## src/rtl/fetch_pkg.sv

```systemverilog
// Shared widths, instruction field positions and fetch FSM states for the
// fetch / IF-ID stage.
package fetch_pkg;

  localparam int INSTR_W = 32;
  localparam int PC_W    = 32;
  localparam int IMM_W   = 19;

  localparam int TIPO_HI = 31;
  localparam int TIPO_LO = 30;
  localparam int OP_HI   = 29;
  localparam int OP_LO   = 28;
  localparam int INM_BIT = 27;
  localparam int RD_HI   = 26;
  localparam int RD_LO   = 23;
  localparam int RN_HI   = 22;
  localparam int RN_LO   = 19;
  localparam int RM_HI   = 18;
  localparam int RM_LO   = 15;

  typedef enum logic [1:0] {
    BOOT = 2'd0,
    RUN  = 2'd1,
    HOLD = 2'd2
  } fetch_state_e;

endpackage

```

## src/rtl/fetch_decode_stage_skid.sv

```systemverilog
// One-entry {pc, instr} holding register that parks a response arriving
// while the IF/ID register is stalled.
module fetch_skid_buffer
  import fetch_pkg::*;
(
  input  logic               clk,
  input  logic               rst_n,
  input  logic               load_i,
  input  logic               clear_i,
  input  logic [PC_W-1:0]    pc_i,
  input  logic [INSTR_W-1:0] instr_i,
  output logic               valid_o,
  output logic [PC_W-1:0]    pc_o,
  output logic [INSTR_W-1:0] instr_o
);

  logic               valid_q, valid_d;
  logic [PC_W-1:0]    pc_q, pc_d;
  logic [INSTR_W-1:0] instr_q, instr_d;

  // Clear wins: a flush or a drain must never be overridden by a capture.
  always_comb begin
    valid_d = valid_q;
    pc_d    = pc_q;
    instr_d = instr_q;
    if (clear_i) begin
      valid_d = 1'b0;
    end else if (load_i) begin
      valid_d = 1'b1;
      pc_d    = pc_i;
      instr_d = instr_i;
    end
  end

  always_ff @(posedge clk or negedge rst_n) begin
    if (!rst_n) begin
      valid_q <= 1'b0;
      pc_q    <= '0;
      instr_q <= '0;
    end else begin
      valid_q <= valid_d;
      pc_q    <= pc_d;
      instr_q <= instr_d;
    end
  end

  assign valid_o = valid_q;
  assign pc_o    = pc_q;
  assign instr_o = instr_q;

endmodule

```

## src/rtl/fetch_decode_stage.sv

```systemverilog
// Instruction fetch + IF/ID register: owns the PC, drives the synchronous
// instruction memory, absorbs stalls via a skid entry and flushes on redirect.
module fetch_decode_stage
  import fetch_pkg::*;
#(
  parameter logic [PC_W-1:0] RESET_PC = 32'h0000_0000,
  parameter int              PC_STEP  = 4
) (
  input  logic               clk,
  input  logic               rst_n,
  input  logic               stall_i,
  input  logic               redirect_i,
  input  logic [PC_W-1:0]    redirect_pc_i,
  output logic               imem_req_o,
  output logic [PC_W-1:0]    imem_addr_o,
  input  logic [INSTR_W-1:0] imem_rdata_i,
  output logic               id_valid_o,
  output logic [PC_W-1:0]    id_pc_o,
  output logic [INSTR_W-1:0] id_instr_o,
  output logic [1:0]         tipo_o,
  output logic [1:0]         op_o,
  output logic               inm_o,
  output logic [3:0]         rd_o,
  output logic [3:0]         rn_o,
  output logic [3:0]         rm_o,
  output logic [IMM_W-1:0]   imm_field_o
);

  fetch_state_e       state_q, state_d;
  logic [PC_W-1:0]    pc_q, pc_d;
  logic               resp_valid_q, resp_valid_d;
  logic [PC_W-1:0]    resp_pc_q, resp_pc_d;
  logic               id_valid_q, id_valid_d;
  logic [PC_W-1:0]    id_pc_q, id_pc_d;
  logic [INSTR_W-1:0] id_instr_q, id_instr_d;
  logic               req_ok;
  logic               skid_valid, skid_load, skid_clear;
  logic [PC_W-1:0]    skid_pc;
  logic [INSTR_W-1:0] skid_instr;

  always_ff @(posedge clk or negedge rst_n) begin
    if (!rst_n) begin
      state_q <= BOOT;
    end else begin
      state_q <= state_d;
    end
  end

  always_comb begin
    state_d = state_q;
    case (state_q)
      BOOT:    state_d = RUN;
      RUN:     if (stall_i && (skid_valid || resp_valid_q)) state_d = HOLD;
      HOLD:    if (!stall_i || redirect_i) state_d = RUN;
      default: state_d = BOOT;
    endcase
  end

  // Requests pause only while stalled with a word already in flight or parked.
  always_comb begin
    req_ok = 1'b0;
    case (state_q)
      BOOT:      req_ok = 1'b1;
      RUN, HOLD: req_ok = redirect_i || !stall_i || (!skid_valid && !resp_valid_q);
      default:   req_ok = 1'b0;
    endcase
    imem_req_o = rst_n && req_ok;
  end

  // The target's own request stays live; only the stale response is dropped.
  always_comb begin
    imem_addr_o  = redirect_i ? redirect_pc_i : pc_q;
    pc_d         = imem_req_o ? imem_addr_o + PC_W'(PC_STEP) : pc_q;
    resp_valid_d = imem_req_o;
    resp_pc_d    = imem_req_o ? imem_addr_o : resp_pc_q;
    skid_load    = !redirect_i && stall_i && resp_valid_q;
    skid_clear   = redirect_i || (!stall_i && skid_valid);
  end

  always_comb begin
    id_valid_d = id_valid_q;
    id_pc_d    = id_pc_q;
    id_instr_d = id_instr_q;
    if (redirect_i) begin
      id_valid_d = 1'b0;
    end else if (!stall_i) begin
      if (skid_valid) begin
        id_valid_d = 1'b1;
        id_pc_d    = skid_pc;
        id_instr_d = skid_instr;
      end else if (resp_valid_q) begin
        id_valid_d = 1'b1;
        id_pc_d    = resp_pc_q;
        id_instr_d = imem_rdata_i;
      end else begin
        id_valid_d = 1'b0;
      end
    end
  end

  always_ff @(posedge clk or negedge rst_n) begin
    if (!rst_n) begin
      pc_q         <= RESET_PC;
      resp_valid_q <= 1'b0;
      resp_pc_q    <= '0;
      id_valid_q   <= 1'b0;
      id_pc_q      <= '0;
      id_instr_q   <= '0;
    end else begin
      pc_q         <= pc_d;
      resp_valid_q <= resp_valid_d;
      resp_pc_q    <= resp_pc_d;
      id_valid_q   <= id_valid_d;
      id_pc_q      <= id_pc_d;
      id_instr_q   <= id_instr_d;
    end
  end

  fetch_skid_buffer u_skid (
    .clk     (clk),
    .rst_n   (rst_n),
    .load_i  (skid_load),
    .clear_i (skid_clear),
    .pc_i    (resp_pc_q),
    .instr_i (imem_rdata_i),
    .valid_o (skid_valid),
    .pc_o    (skid_pc),
    .instr_o (skid_instr)
  );

  assign id_valid_o  = id_valid_q;
  assign id_pc_o     = id_pc_q;
  assign id_instr_o  = id_instr_q;
  assign tipo_o      = id_instr_q[TIPO_HI:TIPO_LO];
  assign op_o        = id_instr_q[OP_HI:OP_LO];
  assign inm_o       = id_instr_q[INM_BIT];
  assign rd_o        = id_instr_q[RD_HI:RD_LO];
  assign rn_o        = id_instr_q[RN_HI:RN_LO];
  assign rm_o        = id_instr_q[RM_HI:RM_LO];
  assign imm_field_o = id_instr_q[IMM_W-1:0];

endmodule

```

## config.mk

```make
export PLATFORM = sky130hd
export DESIGN_NAME = fetch_decode_stage
export DESIGN_NICKNAME = d
export VERILOG_FILES = /design/src/rtl/fetch_pkg.sv /design/src/rtl/fetch_decode_stage_skid.sv /design/src/rtl/fetch_decode_stage.sv
export SDC_FILE = /design/constraint.sdc
export NUM_CORES = 1
export LEC_CHECK = 0
export BUFFER_PORTS_ARGS = -buffer_cell sky130_fd_sc_hd__buf_2
export CAP_MARGIN = 0
export CORE_ASPECT_RATIO = 1.4
export CORE_MARGIN = 4
export CORE_UTILIZATION = 55
export CTS_CLUSTER_DIAMETER = 100
export DETAILED_ROUTE_END_ITERATION = 6
export PLACE_DENSITY_LB_ADDON = 0.12
export SLEW_MARGIN = 25
export SYNTH_ARGS = -nofsm -noshare
export SYNTH_HDL_FRONTEND = slang
export SYNTH_SLANG_ARGS = --single-unit
```

## constraint.sdc

```tcl
create_clock -name clk -period 2.7 [get_ports clk]
set_clock_uncertainty 0.15 [all_clocks]
set_input_delay 0.27 -clock clk [delete_from_list [all_inputs] [get_ports clk]]
set_output_delay 0.27 -clock clk [all_outputs]
set_load 0.03 [all_outputs]
```

Yosys cells after proc, flatten, opt, wreduce, memory -nomap -nowiden
Cells that the tools add are included.

Register bits after elaboration: 197. Bits in latches: 0. Memory bits (writable): 0. ROM bits: 0. Output and inout port bits: 134. Word-level logic and storage cells: 55. Memories kept: 0.

$add $sub $neg: 1. Multiply operators: 0. Divide/modulo/power cells: 0. Magnitude comparators: 0. Eq/ne operators: 5. Shift-type cells: 0. Mux-type cells: 15. Bitwise logic cells: 3. Reduce and logical (&&, ||, !) cells: 21.

Operators by type and width (number): $mux W32 (5); $add A32 B3 Y32 const B (1); $logic_and A1 B1 Y1 (6); $mux W1 (6); $pmux W2 S3 (1); $logic_not A1 Y1 (4); $logic_or A1 B1 Y1 (4); $mux W2 (2); $ne A2 B2 Y1 const B (2); $reduce_and A2 Y1 (2); $reduce_bool A2 Y1 (2); $not A1 Y1 (3); $reduce_and A3 Y1 (1); $eq A2 B1 Y1 const B (1); $eq A2 B2 Y1 const B (1); $logic_not A2 Y1 (1); $ne A2 B1 Y1 const B (1); $pmux W1 S2 (1); $reduce_or A2 Y1 (1).

Logic depth before layout (Yosys ltp)
Gate-level depths: netlist of run 1.

Depth in word-level cells: 5. Gate-level depth with buffers: 11. Mapped depth without buffers: 7.

Cells and area by module
Synthesis of run 1 repeated with hierarchy kept, for this count alone.

Cell total of the unflattened synthesis: 883. Area, all modules: 9708.1 µm².

By module, submodules not included: fetch_decode_stage (times used 1, cells each 744, area each 6974.2 µm², sequential area each 3253.1 µm²); fetch_skid_buffer (times used 1, cells each 139, area each 2733.9 µm², sequential area each 1626.6 µm²).

Least setup slack after synthesis of run 1
OpenSTA, ideal clock, no wires.

Kind: in2reg. From: input port redirect_i. To: register pc_q[30]. Setup time: 87 ps. Arrival: 2537 ps. Data required time: 2463 ps. Slack: -74 ps. Stages on the path: 11. Path buffers: 4. Cells stage by stage: buf_2 buf_4 buf_4 buf_2 mux2_2 ha_1 inv_1 a211oi_2 nand3_4 or4_1 o211ai_1.

Elaborated cells on any way between the ends: 6.

RTL lines: start, declared (RTL line fetch_decode_stage.sv:12) `input logic redirect_i,`; $mux W32 (RTL line fetch_decode_stage.sv:72) `imem_addr_o = redirect_i ? redirect_pc_i : pc_q;`; via imem_addr_o[3] (RTL line fetch_decode_stage.sv:15) `output logic [PC_W-1:0] imem_addr_o,`; $add A32 B3 Y32 (RTL line fetch_decode_stage.sv:73) `pc_d = imem_req_o ? imem_addr_o + PC_W'(PC_STEP) : pc_q;`; end signal, assigned (RTL line fetch_decode_stage.sv:110) `pc_q <= pc_d;`; end, declared (RTL line fetch_decode_stage.sv:30) `logic [PC_W-1:0] pc_q, pc_d;`.

The timed path passes the listed nets, and every way through them passes these cells. A chain may end at the register's enable or synchronous reset.

Worst setup path after layout of run 1
From: register u_skid.valid_q, in the netlist u_skid.valid_o. To: output port imem_req_o.

Longest elaborated chain between the ends: 5.

RTL lines: start, declared (RTL line fetch_decode_stage_skid.sv:17) `logic valid_q, valid_d;`; start signal, assigned (RTL line fetch_decode_stage_skid.sv:41) `valid_q <= valid_d;`; $logic_not A1 Y1 (RTL line fetch_decode_stage.sv:64) `RUN, HOLD: req_ok = redirect_i || !stall_i || (!skid_valid && !resp_valid_q);`; $logic_and A1 B1 Y1 (RTL line fetch_decode_stage.sv:64); $logic_or A1 B1 Y1 (RTL line fetch_decode_stage.sv:64); $pmux W1 S2 (RTL line fetch_decode_stage.sv:62) `case (state_q)`; $logic_and A1 B1 Y1 (RTL line fetch_decode_stage.sv:67) `imem_req_o = rst_n && req_ok;`; end, declared (RTL line fetch_decode_stage.sv:14) `output logic imem_req_o,`.

No other way between the ends.

==> Implementation_results.wiki, run 1 <==
{| class="wikitable"
! Metric !! Value
|-
| Outcome || finished clean
|-
| CTS tree || built
|-
| Remaining max-slew budget at the tightest pin || 0.442
|-
| Die area || 19200 um2
|-
| Count of final max-slew check failures || 0
|-
| Origin of the critical flop-to-flop path || state_q[0]
|-
| Global-route total usage across every layer || 0.218
|-
| Antenna violations before repair || 0
|-
| Overall routed net length || 20600 um
|-
| Gpl congestion || 0.894
|-
| Count of flip-flops with a built-in enable after synthesis || 0
|-
| Standard-cell rows || 56
|-
| Complex-gate fraction of the synthesized area || 0.0932
|-
| DRC viols || 0
|-
| Pin count of the biggest net entering global routing || 129
|-
| Synth Area in Adders || 0.00670
|-
| Startpoint type of the worst setup path || flip-flop
|-
| Post-synthesis instance area || 9340 um2
|-
| Max-cap violations || 0
|-
| Setup TNS after final layout || 0 ns
|-
| Multiplexer fraction of the synthesized cell area || 0.183
|-
| Synthesized-area fraction occupied by xor and xnor cells || 0.0122
|-
| Final critical-path share of the clock period || 0.941
|-
| I/O pin count || 202
|-
| Congestion Overflow GR || 0
|-
| Primary flip-flop cell chosen by synthesis mapping || dfrtp_1
|-
| Sequential share of the synthesized area || 0.523
|-
| Effective utilization at floorplan || 0.558
|-
| Cell area after layout || 11300 um2
|-
| Layout overhead on the synthesized area || 21.2%
|-
| Post-placement cell count || 1220
|-
| Sequence of cells on the critical path || nor2_2 -> o21ai_1 -> a21o_2 -> inv_2 -> buf_2
|-
| Die W || 118 um
|-
| Number of standard cells in the layout, taps in and fillers out || 1286
|-
| Endpoints failing hold || 0
|-
| Post-synthesis register bit count || 195
|-
| Clock transition at path regs || 0.07 ns
|-
| Number of nets in the layout || 1143
|-
| Buffers inserted by post-CTS timing repair || 0
|-
| RSZ-0062 raised after global routing || false
|-
| Most used routing layer in global routing || met2
|-
| Delay of the slowest cell on the worst path || 0.48 ns
|-
| Instance area after placement || 10400 um2
|-
| Starting DRT DRC Count || 525
|-
| Kind of critical path || flip-flop to output pin
|-
| Filler cell count in the final layout || 1320
|-
| Detailed Place HPWL || 14300 um
|-
| Layout cell share with drive strength beyond 1 || 0.319
|-
| CTS Buf Count || 17
|-
| Vertical die dimension || 162 um
|-
| Root Driver || clkbuf_16
|-
| Cell leakage power || 5.50 nW
|-
| Gate count of the mapped netlist || 876
|-
| Main combinational cell family by area after synthesis || multiplexers
|-
| Number of vias in the routed layout || 6977
|-
| Number of antenna cells inserted || 0
|-
| Average size of a mapped cell || 10.7 um2
|-
| Worst EP required || 2.28 ns
|-
| Post-synthesis simple-gate area fraction || 0.120
|-
| Number of warnings printed during yosys synthesis || 0
|-
| Worst Hold Class || primary input to flip-flop
|-
| Capturing element type of the critical path || output pin
|-
| Wire length of the first global-routing pass || 34100 um
|-
| GR Layer Usage met2 || 0.358
|-
| Hold Path Stages || 4
|-
| Number of cells traversed by the worst register-to-register path || 7
|-
| Vias in the first global route || 6772
|-
| Hold WS || 0.0426 ns
|-
| Pre-CTS setup slack || 0.197 ns
|-
| Vias per std cell || 5.43
|-
| Final Setup Violations || 0
|-
| Antenna viol nets, final || 0
|-
| Clock Sink Count || 195
|-
| Achievable frequency || 393 MHz
|-
| H-tree level count || 4
|-
| R2R Path End || pc_q[13]
|-
| Critical path arrival || 2.12 ns
|-
| Tmin final || 2.54 ns
|-
| Final setup slack of the worst path || 0.158 ns
|-
| Nets in the synthesized netlist || 949
|-
| First-pass detailed-route iteration total || 5
|-
| Slew of the pin with the lowest slew margin || 0.838 ns
|-
| Met1 Use GR || 0.296
|-
| Hold Crit Endpoint || pc_q[1]
|-
| Startpoint of the lowest-slack hold path || redirect_pc_i[1]
|-
| Synth cell types || 51
|-
| Cell with the largest stage delay on the worst path || dfrtp_4
|-
| Insertion delay of the later-clocked pin in the worst-skew pair || 0.42 ns
|-
| Maximum clock path buffer count || 2
|-
| Power density over cell area || 1200 nW/um2
|-
| Count of input and output buffers || 201
|-
| Worst-path fanout max || 14
|-
| WL per Instance || 16.0 um
|-
| Peak VDD IR || 0.656 mV
|-
| Register-to-Register Setup Slack || 0.54 ns
|-
| Met3 track utilization from global routing || 0.0376
|-
| Fraction of registers with async set/reset || 1.00
|-
| Std-Cell Core Area || 16700 um2
|}
-- cells in the final DEF (no fill, tap or decap), types with 3 or more instances in the layout --
master,netlist,routed
buf_2,6,200
dfrtp_1,195,194
nand2_1,165,164
o21ai_0,98,98
mux2i_1,85,85
mux2_2,76,75
dlygate4sd3_1,0,34
inv_1,25,25
nor2_1,22,21
buf_4,39,19
clkbuf_16,0,17
nand3_1,16,16
xnor2_1,12,12
a21oi_1,8,8
nand3b_1,8,8
nand4_1,8,8
o31ai_1,8,8
a31oi_1,5,5
nor4_1,5,5
ha_1,5,5
or4_1,4,4
o211ai_1,4,4
buf_12,0,4
nand4_2,3,3
nand4b_1,3,3
a22oi_1,3,3
a211oi_1,3,3
a22o_1,3,3
clkinvlp_4,0,3
clkinv_2,0,3
inv_6,0,3
bufinv_16,0,3
-- cells by family (layout without fill, tap and decap cells) --
kind of cell    after synthesis  in the layout
mux                         161            161
buf+inv                     110            317
flops                       195            195
xor+xnor                     13             13
compound gates              146            146
simple gates                246            246
fa+ha+maj                     5              5
-- stage by stage --
step                utilization  total power [mW]
global placement          0.619              10.9
global route              0.676              14.5
CTS                       0.676              13.7
finish                    0.676              13.6
floorplan                     -              9.56
detailed placement        0.619              11.0
-- area by class of cell --
cell class,instances,area (um2),share of cell area
inverters,26,97.6,0.00862
repair buffers,259,1590,0.140
clock inverters,12,154,0.0136
clock buffers,20,447,0.0395
multi-input cells,571,3890,0.344
well taps,203,254,0.0224
flip-flops and latches,195,4880,0.432
-- state kept, by name, summed over array words and instances (netlist names) --
name            count
id_pc_o            32
u_skid.valid_o      1
resp_pc_q          30
u_skid.pc_o        32
resp_valid_q        1
id_valid_o          1
state_q             2
pc_q               32
id_instr_o         32
u_skid.instr_o     32
-- worst max path at each step --
| stage | start | cells past startpoint | slack, ns | end |
|---|---|---|---|---|
| floorplan | redirect_i | 11 | 0.04 | pc_q[30] |
| global placement | redirect_i | 8 | 0.28 | pc_q[30] |
| detailed placement | redirect_i | 7 | 0.20 | pc_q[29] |
| CTS | u_skid.valid_o | 5 | 0.03 | imem_req_o |
| global route | u_skid.valid_o | 5 | 0.06 | imem_req_o |
| finish | u_skid.valid_o | 5 | 0.16 | imem_req_o |
-- metal layers --
layer | wire length, um | share of wire
met1 | 9310 | 0.45
met2 | 9930 | 0.48
met3 | 899 | 0.044
met4 | 420 | 0.020
met5 | 0 | 0
-- worst max-delay path, delay by kind of cell (launching register included) --
family | cells | cell delay [ns]
compound gates | 2 | 0.48
buf+inv | 2 | 0.48
simple gates | 1 | 0.25
flops | 1 | 0.48
-- synth_stat cells, types with 10 or more instances --
| cell | number | share of area |
|---|---|---|
| inv_1 | 25 | 0.010 |
| nand3_1 | 16 | 0.0086 |
| dfrtp_1 | 195 | 0.52 |
| mux2i_1 | 85 | 0.091 |
| mux2_2 | 76 | 0.092 |
| clkbuf_1 | 27 | 0.011 |
| nor2_1 | 22 | 0.0088 |
| o21ai_0 | 98 | 0.053 |
| buf_4 | 39 | 0.031 |
| nand2_1 | 165 | 0.066 |
| buf_1 | 10 | 0.0040 |
| xnor2_1 | 12 | 0.011 |
-- where the power goes --
| part | switching, mW | internal (mW) | total (mW) |
|---|---|---|---|
| sequential | 0.898 | 4.31 | 5.21 |
| combinational | 3.78 | 2.00 | 5.78 |
| clock | 1.08 | 1.49 | 2.57 |
| total | 5.76 | 7.80 | 13.6 |
-- timing repair --
action / in CTS / in global routing
resized for setup: 0 / 1
hold buffers: 34 / 0
endpoints found under the setup margin: 0 / 1
hold endpoints to repair: 162 / 0
No activity file was read; power rests on OpenSTA's default activity.
==> run 2: changes to the inputs <==
--- a/config.mk
+++ b/config.mk
@@ -8,7 +8,6 @@
 export BUFFER_PORTS_ARGS = -buffer_cell sky130_fd_sc_hd__buf_2
 export CAP_MARGIN = 0
 export CORE_ASPECT_RATIO = 1.4
-export CORE_MARGIN = 4
 export CORE_UTILIZATION = 55
 export CTS_CLUSTER_DIAMETER = 100
 export DETAILED_ROUTE_END_ITERATION = 6
@@ -16,4 +15,5 @@
 export SLEW_MARGIN = 25
 export SYNTH_ARGS = -nofsm -noshare
 export SYNTH_HDL_FRONTEND = slang
+export SYNTH_HIERARCHICAL = 1
 export SYNTH_SLANG_ARGS = --single-unit
==> run 2 against run 1 <==
  * First-iteration DRC count fell by 25%
  * Sequential power barely moved
  * Cell area rose by 3.2%
  * Flip-flop and latch count did not move
  * Worst setup slack improved by 0.035 ns
  * Largest cell class unchanged
==> Implementation_results.wiki, run 2 <==
{| class="wikitable"
! Metric !! Value
|-
| Final critical-path share of the clock period || 0.928 (-0.0131)
|-
| Nets in the synthesized netlist || 956 (+0.74%)
|-
| RSZ-0062 raised after global routing || false
|-
| Insertion delay of the later-clocked pin in the worst-skew pair || 0.43 ns (about the same)
|-
| Wire length of the first global-routing pass || 34700 um (+1.9%)
|-
| Die area || 18200 um2 (-5.0%)
|-
| I/O pin count || 202 (unchanged)
|-
| Worst EP required || 2.28 ns (about the same)
|-
| Tmin final || 2.51 ns (-0.0355 ns)
|-
| Primary flip-flop cell chosen by synthesis mapping || dfrtp_1
|-
| Max-cap violations || 0 (unchanged)
|-
| Count of flip-flops with a built-in enable after synthesis || 0 (unchanged)
|-
| Vertical die dimension || 159 um (-1.8%)
|-
| Buffers inserted by post-CTS timing repair || 0 (unchanged)
|-
| Post-synthesis instance area || 9710 um2 (+4.0%)
|-
| Starting DRT DRC Count || 395 (-25%)
|-
| Most frequent cells after synthesis || dfrtp_1 (195), nand2_1 (164), o21ai_0 (105), mux2i_1 (81), mux2_4 (61)
|-
| DRC viols || 0 (unchanged)
|-
| Endpoints failing hold || 0 (unchanged)
|-
| Number of warnings printed during yosys synthesis || 6 (+6)
|-
| Congestion Overflow GR || 0 (unchanged)
|-
| Share of Yosys cell area claimed by the top area cell type || 0.503 (-0.0199)
|-
| Count of final max-slew check failures || 0 (unchanged)
|-
| Startpoint type of the worst setup path || flip-flop
|-
| Vias per std cell || 5.26 (-3.0%)
|-
| Dominant cell type by area after synthesis || dfrtp_1
|-
| CTS Buf Count || 17 (unchanged)
|-
| Effective utilization at floorplan || 0.560 (+0.00250)
|-
| Slew of the pin with the lowest slew margin || 0.708 ns (-0.130 ns)
|-
| Worst-path fanout max || 9 (-5)
|-
| Delay of the slowest cell on the worst path || 0.40 ns (-0.08 ns)
|-
| Std-Cell Core Area || 17300 um2 (+3.5%)
|-
| Clock Sink Count || 195 (unchanged)
|-
| Maximum clock path buffer count || 2 (unchanged)
|-
| Root Driver || clkbuf_16
|-
| Cell with the most instances after synthesis || dfrtp_1
|-
| Antenna violations before repair || 0 (unchanged)
|-
| Overall routed net length || 20700 um (+0.87%)
|-
| Cell family with most CP delay || buffers and inverters
|-
| Antenna viol nets, final || 0 (unchanged)
|-
| Critical path arrival || 2.09 ns (-0.03 ns)
|-
| Sequential share of the synthesized area || 0.503 (-0.0199)
|-
| Number of vias in the routed layout || 6981 (+0.057%)
|-
| Capturing element type of the critical path || output pin
|-
| Vias in the first global route || 6746 (-0.38%)
|-
| WL per Instance || 15.6 um (-2.2%)
|-
| Clock transition at path regs || 0.08 ns (about the same)
|-
| Gate count of the mapped netlist || 883 (+0.80%)
|-
| Worst Hold Class || primary input to flip-flop
|-
| Number of buffers inserted by hold repair at cts || 32 (-5.9%)
|-
| Cell leakage power || 5.62 nW (+2.1%)
|-
| Pre-CTS setup slack || 0.121 ns (-0.0755 ns)
|-
| Post-placement cell count || 1260 (+3.3%)
|-
| Synth area leaders || dfrtp_1 (50%), mux2_4 (9.4%), mux2i_1 (8.4%), nand2_1 (6.3%), o21ai_0 (5.4%)
|-
| Standard-cell rows || 57 (+1.8%)
|-
| Peak VDD IR || 0.488 mV (-26%)
|-
| CTS tree || built
|-
| Outcome || finished clean
|-
| Fraction of registers with async set/reset || 1.00 (unchanged)
|-
| Pin count of the biggest net entering global routing || 196 (+52%)
|-
| Count of buffering cells on the critical path with inverters included || 3 (+1)
|-
| Sequence of cells on the critical path || inv_1 -> ha_1 -> o31ai_1 -> a21o_2 -> clkinv_1 -> buf_2
|-
| Setup TNS after final layout || 0 ns (unchanged)
|-
| Final setup slack of the worst path || 0.194 ns (+0.0355 ns)
|-
| Number of standard cells in the layout, taps in and fillers out || 1326 (+3.1%)
|-
| Global-route total usage across every layer || 0.240 (+0.0226)
|-
| Commonest cells after routing, fill and taps aside || buf_2 (200), dfrtp_1 (194), nand2_1 (164), o21ai_0 (105), mux2i_1 (81)
|-
| Gpl congestion || 0.891 (-0.31%)
|-
| Layout Utilization || 0.674 (-0.00192)
|-
| Detailed Place HPWL || 13700 um (-4.5%)
|-
| Average size of a mapped cell || 11.0 um2 (+3.1%)
|-
| Number of instances resized during post-cts repair || 0 (unchanged)
|-
| Post-synthesis register bit count || 195 (unchanged)
|-
| Remaining max-slew budget at the tightest pin || 0.528 (+0.0867)
|-
| H-tree level count || 4 (unchanged)
|-
| Most frequent standard cell in the layout excluding fill and tap cells || buf_2
|-
| Die W || 114 um (-3.3%)
|-
| Final Setup Violations || 0 (unchanged)
|-
| Cell with the largest stage delay on the worst path || dfrtp_1
|-
| First-pass detailed-route iteration total || 5 (unchanged)
|-
| Achievable frequency || 399 MHz (+1.4%)
|-
| Power density over cell area || 1170 nW/um2 (-2.5%)
|-
| Synth cell types || 57 (+12%)
|-
| Number of antenna cells inserted || 0 (unchanged)
|-
| Layout cell share with drive strength beyond 1 || 0.325 (+0.00529)
|-
| Layout overhead on the synthesized area || 20.3%
|-
| Kind of critical path || flip-flop to output pin
|-
| Count of input and output buffers || 201 (unchanged)
|-
| Number of nets in the layout || 1150 (+0.61%)
|}
[run 2: changes by cell type in the layout (fill, tap and decap cells not counted), sizes merged, moves of 4 or more]
cell,change
a21oi,-4
mux2i,-4
nor2,-10
nor3,+4
a211oi,-4
o21ai,+7
and2,+4
buf,+4
[run 2: worst min-delay path, stage by stage]
cell and delay [ns]:
buf_2 0.07, mux2_2 0.15, nand2_1 0.05, nand2_1 0.05
[run 2: kinds of logic (layout without fill, tap and decap cells)]
kind of cell	Yosys count	in the layout	synth area share
DFF	195	195	0.503
adders and majority gates	5	5	0.00644
muxes	159	159	0.198
AOI/OAI and AO/OA	150	150	0.0896
and+or+nand+nor	248	248	0.119
buffers and inverters	112	319	0.0724
xor gates and xnor gates	14	14	0.0126
[run 2: worst paths after layout]
kind	slack, ns	depth (start not counted)	endpoint	startpoint
max in group asynchronous	1.10	4	u_skid/valid_o	rst_n
max	0.19	6	imem_req_o	state_q[0]
min in group asynchronous	0.33	3	u_skid/instr_o[6]	rst_n
min	0.03	4	pc_q[1]	redirect_pc_i[1]
max reg2reg	0.45	5	pc_q[28]	pc_q[11]
min reg2reg	0.32	2	id_pc_o[27]	id_pc_o[27]
[run 2: cell type report]
cell class,instances,area (um2)
Fill cell,1420,5650
Sequential cell,195,4880
Multi-Input combinational cell,576,4150
Timing Repair Buffer,262,1660
Clock buffer,19,443
Tap cell,236,295
Clock inverter,13,149
Inverter,25,93.8
[run 2: power breakdown]
part / internal, mW / total (mW) / switching (mW)
combinational: 2.22 / 5.92 / 3.69
sequential: 4.28 / 5.18 / 0.897
clock: 1.41 / 2.54 / 1.13
total: 7.91 / 13.6 / 5.73
[run 2: per-stage QoR]
step | cell area, um2 | power [mW] | hold WS (ns)
floorplan | 9770 | 9.68 | -0.176
global placement | 10700 | 11.0 | 0.307
detailed placement | 10700 | 11.1 | 0.316
CTS | 11600 | 13.7 | 0.0158
global route | 11700 | 14.6 | 0.0336
finish | 11700 | 13.6 | 0.0299
[run 2: per-layer routing]
layer	up-vias	GRT usage	part of all wire
li1	3410	-	-
met1	3354	0.345	0.47
met2	191	0.372	0.47
met3	26	0.0449	0.040
met4	0	0.0708	0.015
met5	-	0	0
